==> src/rtl/alu_pkg.sv <==
// Shared definitions for the ALU result stage.
//   - Flag bit positions inside the 4-bit {N,Z,C,V} flag vector.
//   - Skid buffer state encoding.
//   - Payload width of a registered beat (result plus flags) at the default datapath width.
package alu_pkg;

    localparam int unsigned ALU_W     = 8;
    localparam int unsigned PAYLOAD_W = ALU_W + 4;

    localparam int unsigned FLAG_N = 3;
    localparam int unsigned FLAG_Z = 2;
    localparam int unsigned FLAG_C = 1;
    localparam int unsigned FLAG_V = 0;

    typedef enum logic [1:0] {
        EMPTY = 2'd0,
        BUSY  = 2'd1,
        FULL  = 2'd2
    } skid_state_e;

endpackage

==> src/rtl/skid_buf.sv <==
// Generic 2-entry skid buffer with a valid/ready handshake.
// Ports:
//   clk, rst_n          clock, asynchronous active-low reset
//   in_valid/in_ready   upstream handshake; in_ready comes straight from a flop
//   in_data             payload captured on input fire
//   out_valid/out_ready downstream handshake; out_valid comes straight from a flop
//   out_data            head-of-queue payload, always the main register
module skid_buf
    import alu_pkg::*;
#(
    parameter int unsigned PW = PAYLOAD_W
) (
    input  logic          clk,
    input  logic          rst_n,
    input  logic          in_valid,
    output logic          in_ready,
    input  logic [PW-1:0] in_data,
    output logic          out_valid,
    input  logic          out_ready,
    output logic [PW-1:0] out_data
);

    skid_state_e   state_q, state_d;
    logic [PW-1:0] main_q, main_d;
    logic [PW-1:0] skid_q, skid_d;
    logic          in_ready_q, out_valid_q;
    logic          in_fire, out_fire;

    assign in_fire  = in_valid & in_ready_q;
    assign out_fire = out_valid_q & out_ready;

    always_comb begin
        state_d = state_q;
        main_d  = main_q;
        skid_d  = skid_q;
        unique case (state_q)
            EMPTY: begin
                if (in_fire) begin
                    state_d = BUSY;
                    main_d  = in_data;
                end
            end
            BUSY: begin
                if (in_fire && !out_fire) begin
                    state_d = FULL;
                    skid_d  = in_data;
                end else if (in_fire && out_fire) begin
                    main_d = in_data;
                end else if (out_fire) begin
                    state_d = EMPTY;
                end
            end
            FULL: begin
                // in_ready is low here, so only the drain side can move.
                if (out_fire) begin
                    state_d = BUSY;
                    main_d  = skid_q;
                end
            end
            default: state_d = EMPTY;
        endcase
    end

    always_ff @(posedge clk or negedge rst_n) begin
        if (!rst_n) begin
            state_q     <= EMPTY;
            main_q      <= '0;
            skid_q      <= '0;
            in_ready_q  <= 1'b1;
            out_valid_q <= 1'b0;
        end else begin
            state_q     <= state_d;
            main_q      <= main_d;
            skid_q      <= skid_d;
            in_ready_q  <= (state_d != FULL);
            out_valid_q <= (state_d != EMPTY);
        end
    end

    assign in_ready  = in_ready_q;
    assign out_valid = out_valid_q;
    assign out_data  = main_q;

endmodule

==> src/rtl/alu_result_stage.sv <==
// Registered output stage for the 8-bit adders: derives {N,Z,C,V} from the raw adder outputs,
// buffers result plus flags in a 2-entry skid buffer, and counts signed-overflow beats.
// Ports:
//   clk, rst_n            clock, asynchronous active-low reset
//   in_valid/in_ready     upstream handshake (in_ready registered)
//   sum, cout             raw adder outputs
//   a_msb, b_msb          operand MSBs as seen by the adder (b after SUB inversion)
//   out_valid/out_ready   downstream handshake
//   out_result, out_flags registered sum and {N,Z,C,V}
//   ovf_count             saturating count of accepted beats with V=1
//   clr_cnt               synchronous clear of ovf_count
module alu_result_stage
    import alu_pkg::*;
#(
    parameter int unsigned W  = 8,
    parameter int unsigned CW = 8
) (
    input  logic          clk,
    input  logic          rst_n,
    input  logic          in_valid,
    output logic          in_ready,
    input  logic [W-1:0]  sum,
    input  logic          cout,
    input  logic          a_msb,
    input  logic          b_msb,
    output logic          out_valid,
    input  logic          out_ready,
    output logic [W-1:0]  out_result,
    output logic [3:0]    out_flags,
    output logic [CW-1:0] ovf_count,
    input  logic          clr_cnt
);

    localparam int unsigned PW      = W + 4;
    localparam logic [CW-1:0] CNT_MAX = '1;
    localparam logic [CW-1:0] CNT_ONE = {{(CW-1){1'b0}}, 1'b1};

    logic [3:0]    flags;
    logic [PW-1:0] payload_out;
    logic          ovf_fire;
    logic [CW-1:0] cnt_q, cnt_d;

    always_comb begin
        flags         = '0;
        flags[FLAG_N] = sum[W-1];
        flags[FLAG_Z] = (sum == '0);
        flags[FLAG_C] = cout;
        // Same-sign operands producing a result of the other sign.
        flags[FLAG_V] = (a_msb == b_msb) && (sum[W-1] != a_msb);
    end

    skid_buf #(
        .PW (PW)
    ) u_skid_buf (
        .clk       (clk),
        .rst_n     (rst_n),
        .in_valid  (in_valid),
        .in_ready  (in_ready),
        .in_data   ({sum, flags}),
        .out_valid (out_valid),
        .out_ready (out_ready),
        .out_data  (payload_out)
    );

    assign out_result = payload_out[PW-1:4];
    assign out_flags  = payload_out[3:0];

    assign ovf_fire = in_valid & in_ready & flags[FLAG_V];

    always_comb begin
        cnt_d = cnt_q;
        if (clr_cnt) begin
            // A clear coinciding with an overflow beat still counts that beat.
            cnt_d = ovf_fire ? CNT_ONE : '0;
        end else if (ovf_fire && (cnt_q != CNT_MAX)) begin
            cnt_d = cnt_q + CNT_ONE;
        end
    end

    always_ff @(posedge clk or negedge rst_n) begin
        if (!rst_n) begin
            cnt_q <= '0;
        end else begin
            cnt_q <= cnt_d;
        end
    end

    assign ovf_count = cnt_q;

endmodule
==> config.mk <==
export PLATFORM = sky130hd
export DESIGN_NAME = alu_result_stage
export DESIGN_NICKNAME = d
export VERILOG_FILES = /design/src/rtl/alu_pkg.sv /design/src/rtl/skid_buf.sv /design/src/rtl/alu_result_stage.sv
export SDC_FILE = /design/constraint.sdc
export NUM_CORES = 1
export LEC_CHECK = 0
export ABC_AREA = 0
export BUFFER_PORTS_ARGS = -buffer_cell sky130_fd_sc_hd__buf_2
export CAP_MARGIN = 20
export CELL_PAD_IN_SITES_DETAIL_PLACEMENT = 1
export CELL_PAD_IN_SITES_GLOBAL_PLACEMENT = 2
export CORE_ASPECT_RATIO = 1.75
export CORE_MARGIN = 5
export CORE_UTILIZATION = 34
export CTS_CLUSTER_DIAMETER = 80
export DETAILED_ROUTE_END_ITERATION = 10
export GPL_TIMING_DRIVEN = 0
export PLACE_DENSITY_LB_ADDON = 0.1
export SETUP_SLACK_MARGIN = 0.5
export SLEW_MARGIN = 20
export SYNTH_ARGS = -nofsm -noshare
export SYNTH_HDL_FRONTEND = slang
export SYNTH_SLANG_ARGS = --single-unit
==> constraint.sdc <==
create_clock -name clk -period 2.2 [get_ports clk]
set_input_delay 0.44 -clock clk [delete_from_list [all_inputs] [get_ports clk]]
set_output_delay 0.44 -clock clk [all_outputs]
set_load 0.01 [all_outputs]
== Yosys cells after proc, flatten, opt, wreduce, memory -nomap -nowiden ==
Index checks and enable logic that the tools add are counted.

* Logic and storage cells: 46
* Output and inout bits: 22
* Input bits: 16
* Flip-flop bits (word level): 36

* Equality and inequality tests: 10
* Add/subtract/negate cells: 1
* Reduce and logical (&&, ||, !) cells: 12
* Muxes and demuxes: 14
* Bitwise logic cells: 3

{| class="wikitable"
|+ Operators by type and width
! kind !! count
|-
| $mux 12 || 4
|-
| $pmux 12 s3 || 1
|-
| $mux 8 || 2
|-
| $mux 2 || 5
|-
| $add 8x1->8 const B || 1
|-
| $logic_not 8->1 || 1
|-
| $ne 8x8->1 const B || 1
|-
| $ne 2x1->1 const B || 3
|-
| $pmux 2 s3 || 1
|-
| $reduce_and 5->1 || 1
|-
| $logic_and 1x1->1 || 4
|-
| $ne 2x2->1 const B || 2
|-
| $reduce_bool 2->1 || 2
|-
| $and 1x1->1 || 3
|-
| $reduce_bool 3->1 || 1
|-
| $eq 2x1->1 const B || 1
|-
| $eq 2x2->1 const B || 1
|-
| $logic_not 2->1 || 1
|-
| $reduce_and 2->1 || 1
|-
| $eq 1x1->1 || 1
|-
| $logic_not 1->1 || 1
|-
| $mux 1 || 1
|-
| $ne 1x1->1 || 1
|}

== Longest topological paths before layout ==
* Word-level depth: 6
* Depth in mapped cells: 5
* Gate-level depth less buffers: 5

== Hierarchy ==
From an unflattened synthesis, not the netlist that was laid out.

* Cells, all modules: 137
* Area, all modules: 1815.5 um2

{| class="wikitable"
|+ Modules (own cells, without submodules)
! module !! times used !! cells an instance !! sequential area each (um2) !! area an instance (um2)
|-
| skid_buf || 1 || 84 || 701.9 || 1321.3
|-
| alu_result_stage || 1 || 53 || 200.2 || 494.2
|}

== Least setup slack after synthesis ==
No wires, ideal clock.

* Path type: input to register
* Start: input port b_msb
* End: register cnt_q[7], in the netlist ovf_count[7]
* Arrival time: 1.752 ns
* Cell stages on the path: 4
* Path buffers: 0
* Data required time: 2.123 ns
* Setup slack: 0.371 ns
* Setup time: 0.077 ns
* Path through: or3b_4 > a211o_1 > or4_1 > a21oi_1

* Word-level cells in the longest chain between the ends: 5

{| class="wikitable"
|+ Ends and longest elaborated chain
! item !! line !! RTL
|-
| from (decl) || alu_result_stage.sv:25 || <nowiki>input logic b_msb,</nowiki>
|-
| $eq 1x1->1 || alu_result_stage.sv:49 || <nowiki>flags[FLAG_V] = (a_msb == b_msb) && (sum[W-1] != a_msb);</nowiki>
|-
| $logic_and 1x1->1 || alu_result_stage.sv:49 ||
|-
| $and 1x1->1 || alu_result_stage.sv:68 || <nowiki>assign ovf_fire = in_valid & in_ready & flags[FLAG_V];</nowiki>
|-
| $logic_and 1x1->1 || alu_result_stage.sv:75 || <nowiki>end else if (ovf_fire && (cnt_q != CNT_MAX)) begin</nowiki>
|-
| $reduce_bool 2->1 (no line) || n/a ||
|-
| to (signal assigned) || alu_result_stage.sv:84 || <nowiki>cnt_q <= cnt_d;</nowiki>
|-
| to (decl) || alu_result_stage.sv:41 || <nowiki>logic [CW-1:0] cnt_q, cnt_d;</nowiki>
|}

Every way passes these cells.
A chain may end at the register's enable or synchronous reset.

== Final worst setup path ==
* Start: input port sum[7]
* End: register cnt_q[7], in the netlist ovf_count[7]

* Word-level cells in the longest chain between the ends: 5

{| class="wikitable"
|+ Ends and longest elaborated chain
! item !! line !! RTL
|-
| from (decl) || alu_result_stage.sv:22 || <nowiki>input logic [W-1:0] sum,</nowiki>
|-
| $ne 1x1->1 || alu_result_stage.sv:49 ||
|-
| $logic_and 1x1->1 || alu_result_stage.sv:49 ||
|-
| $and 1x1->1 || alu_result_stage.sv:68 ||
|-
| $logic_and 1x1->1 || alu_result_stage.sv:75 ||
|-
| $reduce_bool 2->1 (no line) || n/a ||
|}

Every way passes these cells.

==> results.toml <==
[clocking]
clk_latency_ns = 0.28
h-tree-depth = 2
cts-root-buf = "clkbuf_8"
hold_buffers = 0
cts_sinks = 34
cts_buffers = 5
cts_buffer_depth = 2
path_clk_slew_ns = 0.07
cts_tree = "done"

[timing]
tns_ns = 0
hold_viol = 0
final_max_slew_viol_count = 0
setup_violations = 0
rsz0062_at_grt = "no"
fmax_mhz = 610
relSlewSlack_pct = 48.6
layout_min_cycle_time_ns = 1.64
tightest_slew_ns = 0.771
fin_skew_ns = 0.00157
min_period_over_period_pct = 74.5

[worst_setup_path]
cp_max_fo = 5
worstPathCellList = "buf_2, or3b_4, a211o_1, or4_1, a21oi_1"
rrSetupSlack_ns = 0.57
critPathMaxStageDelay_ns = 0.42
crit_start = "sum[7]"
path_class = "in2reg"
cpMaxStageDelayCell = "or4_1"
rr_endpoint = "u_skid_buf.out_data[1]"
worstPathArrival_ns = 1.84
required_ns = 2.40
end_kind = "flip-flop"
endpoint = "ovf_count[7]"
reg2reg_from = "u_skid_buf.state_q[1]"
reg2regPathDepth = 5
startpoint_type = "input port"

[grt]
grt_pass1_wl_um = 6610
grt-ovfl-total = 0
antenna_found_initial = 0
track_usage_pct = 13.0
grt_pass1_vias = 1426
grt_max_degree = 35

[final_layout]
drive_above_1_share_pct = 53.0
nFillCells = 525
design_area_um2 = 2050
multi_input_area_um2 = 761
n_antenna_cell = 0
fin_nets = 197
area_growth_pct = 25.6
seq_area_um2 = 855
fin_cells = 233

[floorplanning]
die_area_um2 = 6330
rows = 33
die_h_um = 102
die_x_um = 62.3
ioPinCount = 38
initial_core_util_pct = 34.9
core_um2 = 4670

[synthesis]
yosysTopAreaCell = "dfrtp_1"
synth_mux_area_share_pct = 22.1
seq_area_frac_synth_pct = 52.3
synth_xor_area_share_pct = 0
synth_flop_cell = "dfrtp_1"
synth_compound_area_share_pct = 11.8
synth_top_family_by_area = "multiplexers"
synth_edf_count = 0
yosys_warnings = 0
ys_top_cells_by_area = "dfrtp_1 51%, mux2_2 22%, nand2_1 2.3%, or4_1 1.8%, dfstp_2 1.6%"
synth_cells = 134
syn_avg_cell_area_um2 = 12.2
synth_async_sr_flop_share_pct = 100
synth-simple-area-share_pct = 10.9
syn_area_um2 = 1630
synth_top_area_share_pct = 50.7
syn-num-nets = 151
post-synth-top-count-cell = "dfrtp_1"
yosys.cell_types.count = 34
synthAdderAreaFrac_pct = 0.767
synth_seq_cells = 34
synth_common_cells = "33 x dfrtp_1, 32 x mux2_2, 10 x nand2_1"

[min_path]
hold_path.class = "in2async"

[placed_design]
numPortBuffers = 37
gp_congestion = 0.750
dpl-instance-area_um2 = 1890
dp_hpwl_um = 2980
dp_cells = 223

[pwr]
p_total_mw = 2.28
irDropWorstVdd_v = 0.000498
power_density_nw_per_um2 = 1120
total_leakage_power_nw = 0.922

[detailed_routing]
wl_um = 3900
drc_errors = 0
avgRoutedWirePerCell_um = 16.7
first_pass_iters = 2
num_vias = 1262
drt.antenna.violating_nets = 0
initialDrtViolationCount = 32
drt-vias-per-instance = 5.42

[run]
cap_violations = 0

[run_status]
status = "finished, final reports clean"
-- sequential cells by signal, indices dropped and copies added, names as in the netlist --
signal / cells
ovf_count: 8
u_skid_buf.out_valid: 1
u_skid_buf.in_ready: 1
u_skid_buf.out_data: 11
u_skid_buf.skid_q: 11
u_skid_buf.state_q: 2
-- cell families after synthesis --
| logic type | Yosys count |
|---|---|
| AOI/OAI and AO/OA | 27 |
| adders and majority gates | 1 |
| buffers and inverters | 8 |
| DFF | 34 |
| muxes | 32 |
| and+or+nand+nor | 32 |
-- worst min-delay path by stage --
stage                            from                      end  slack, ns  depth (start not counted)
6_report                        rst_n  u_skid_buf.out_data[10]       0.23                          1
5_1_grt                         rst_n  u_skid_buf.out_data[10]       0.29                          1
4_1_cts                         rst_n    u_skid_buf.skid_q[10]       0.25                          1
3_5_place_dp     u_skid_buf.skid_q[5]     u_skid_buf.skid_q[5]       0.49                          1
3_3_place_gp   u_skid_buf.out_data[1]   u_skid_buf.out_data[1]       0.48                          1
2_1_floorplan                   rst_n             ovf_count[0]       0.14                          0
-- worst max-delay path: cells and delay by family --
kind,cells,cell delay (ns)
simple gates,2,0.83
buf+inv,1,0.12
compound gates,2,0.46
-- final cells by class --
class	instances	share of cell area, %
Buffer	5	2.20
Clock buffer	8	5.38
Inverter	3	0.550
Multi-Input combinational cell	92	37.2
Sequential cell	34	41.7
Tap cell	52	3.18
Timing Repair Buffer	39	9.78
-- timing repair --
| action | 4_1_cts | 5_1_grt |
|---|---|---|
| pin swaps | 0 | 2 |
| setup buffers | 0 | 2 |
| setup endpoints to repair | 21 | 15 |
| resized for setup | 6 | 6 |
-- through the flow --
stage               hold slack (ns)  setup WS [ns]  util [%]
global route                  0.288          0.481      43.9
floorplan                     0.144          0.457         -
global placement              0.482          0.198      40.5
CTS                           0.253          0.506      43.1
detailed placement            0.494          0.194      40.5
finish                        0.234          0.560      43.9
-- routing by layer --
| metal | share of wire (%) | vias to the layer above | GRT usage [%] |
|---|---|---|---|
| met2 | 56 | 27 | 24.9 |
| met4 | 1.0 | 0 | 4.90 |
| met5 | 0 | - | 0 |
| met3 | 5.0 | 4 | 3.88 |
| met1 | 38 | 642 | 12.9 |
| li1 | - | 589 | - |
-- report_power, final --
group / switching (mW) / internal [mW]
Combinational: 0.337 / 0.434
Sequential: 0.124 / 0.854
Clock: 0.217 / 0.316
-- cells in the final DEF (no fill, tap or decap), types with 2 or more instances in the layout --
master    instances
inv_1             3
nor2_1            2
o31ai_1           3
buf_4             3
dfrtp_2           2
or4_1             4
clkbuf_8          9
a21boi_0          2
o211ai_1          3
o21ai_0           4
buf_2            37
o21bai_1          2
mux2_2           32
or3_1             2
o41ai_1           2
a21oi_1           4
dfrtp_1          31
nand2_1           9
nand3_1           5
No activity file was read; power rests on OpenSTA's default activity.
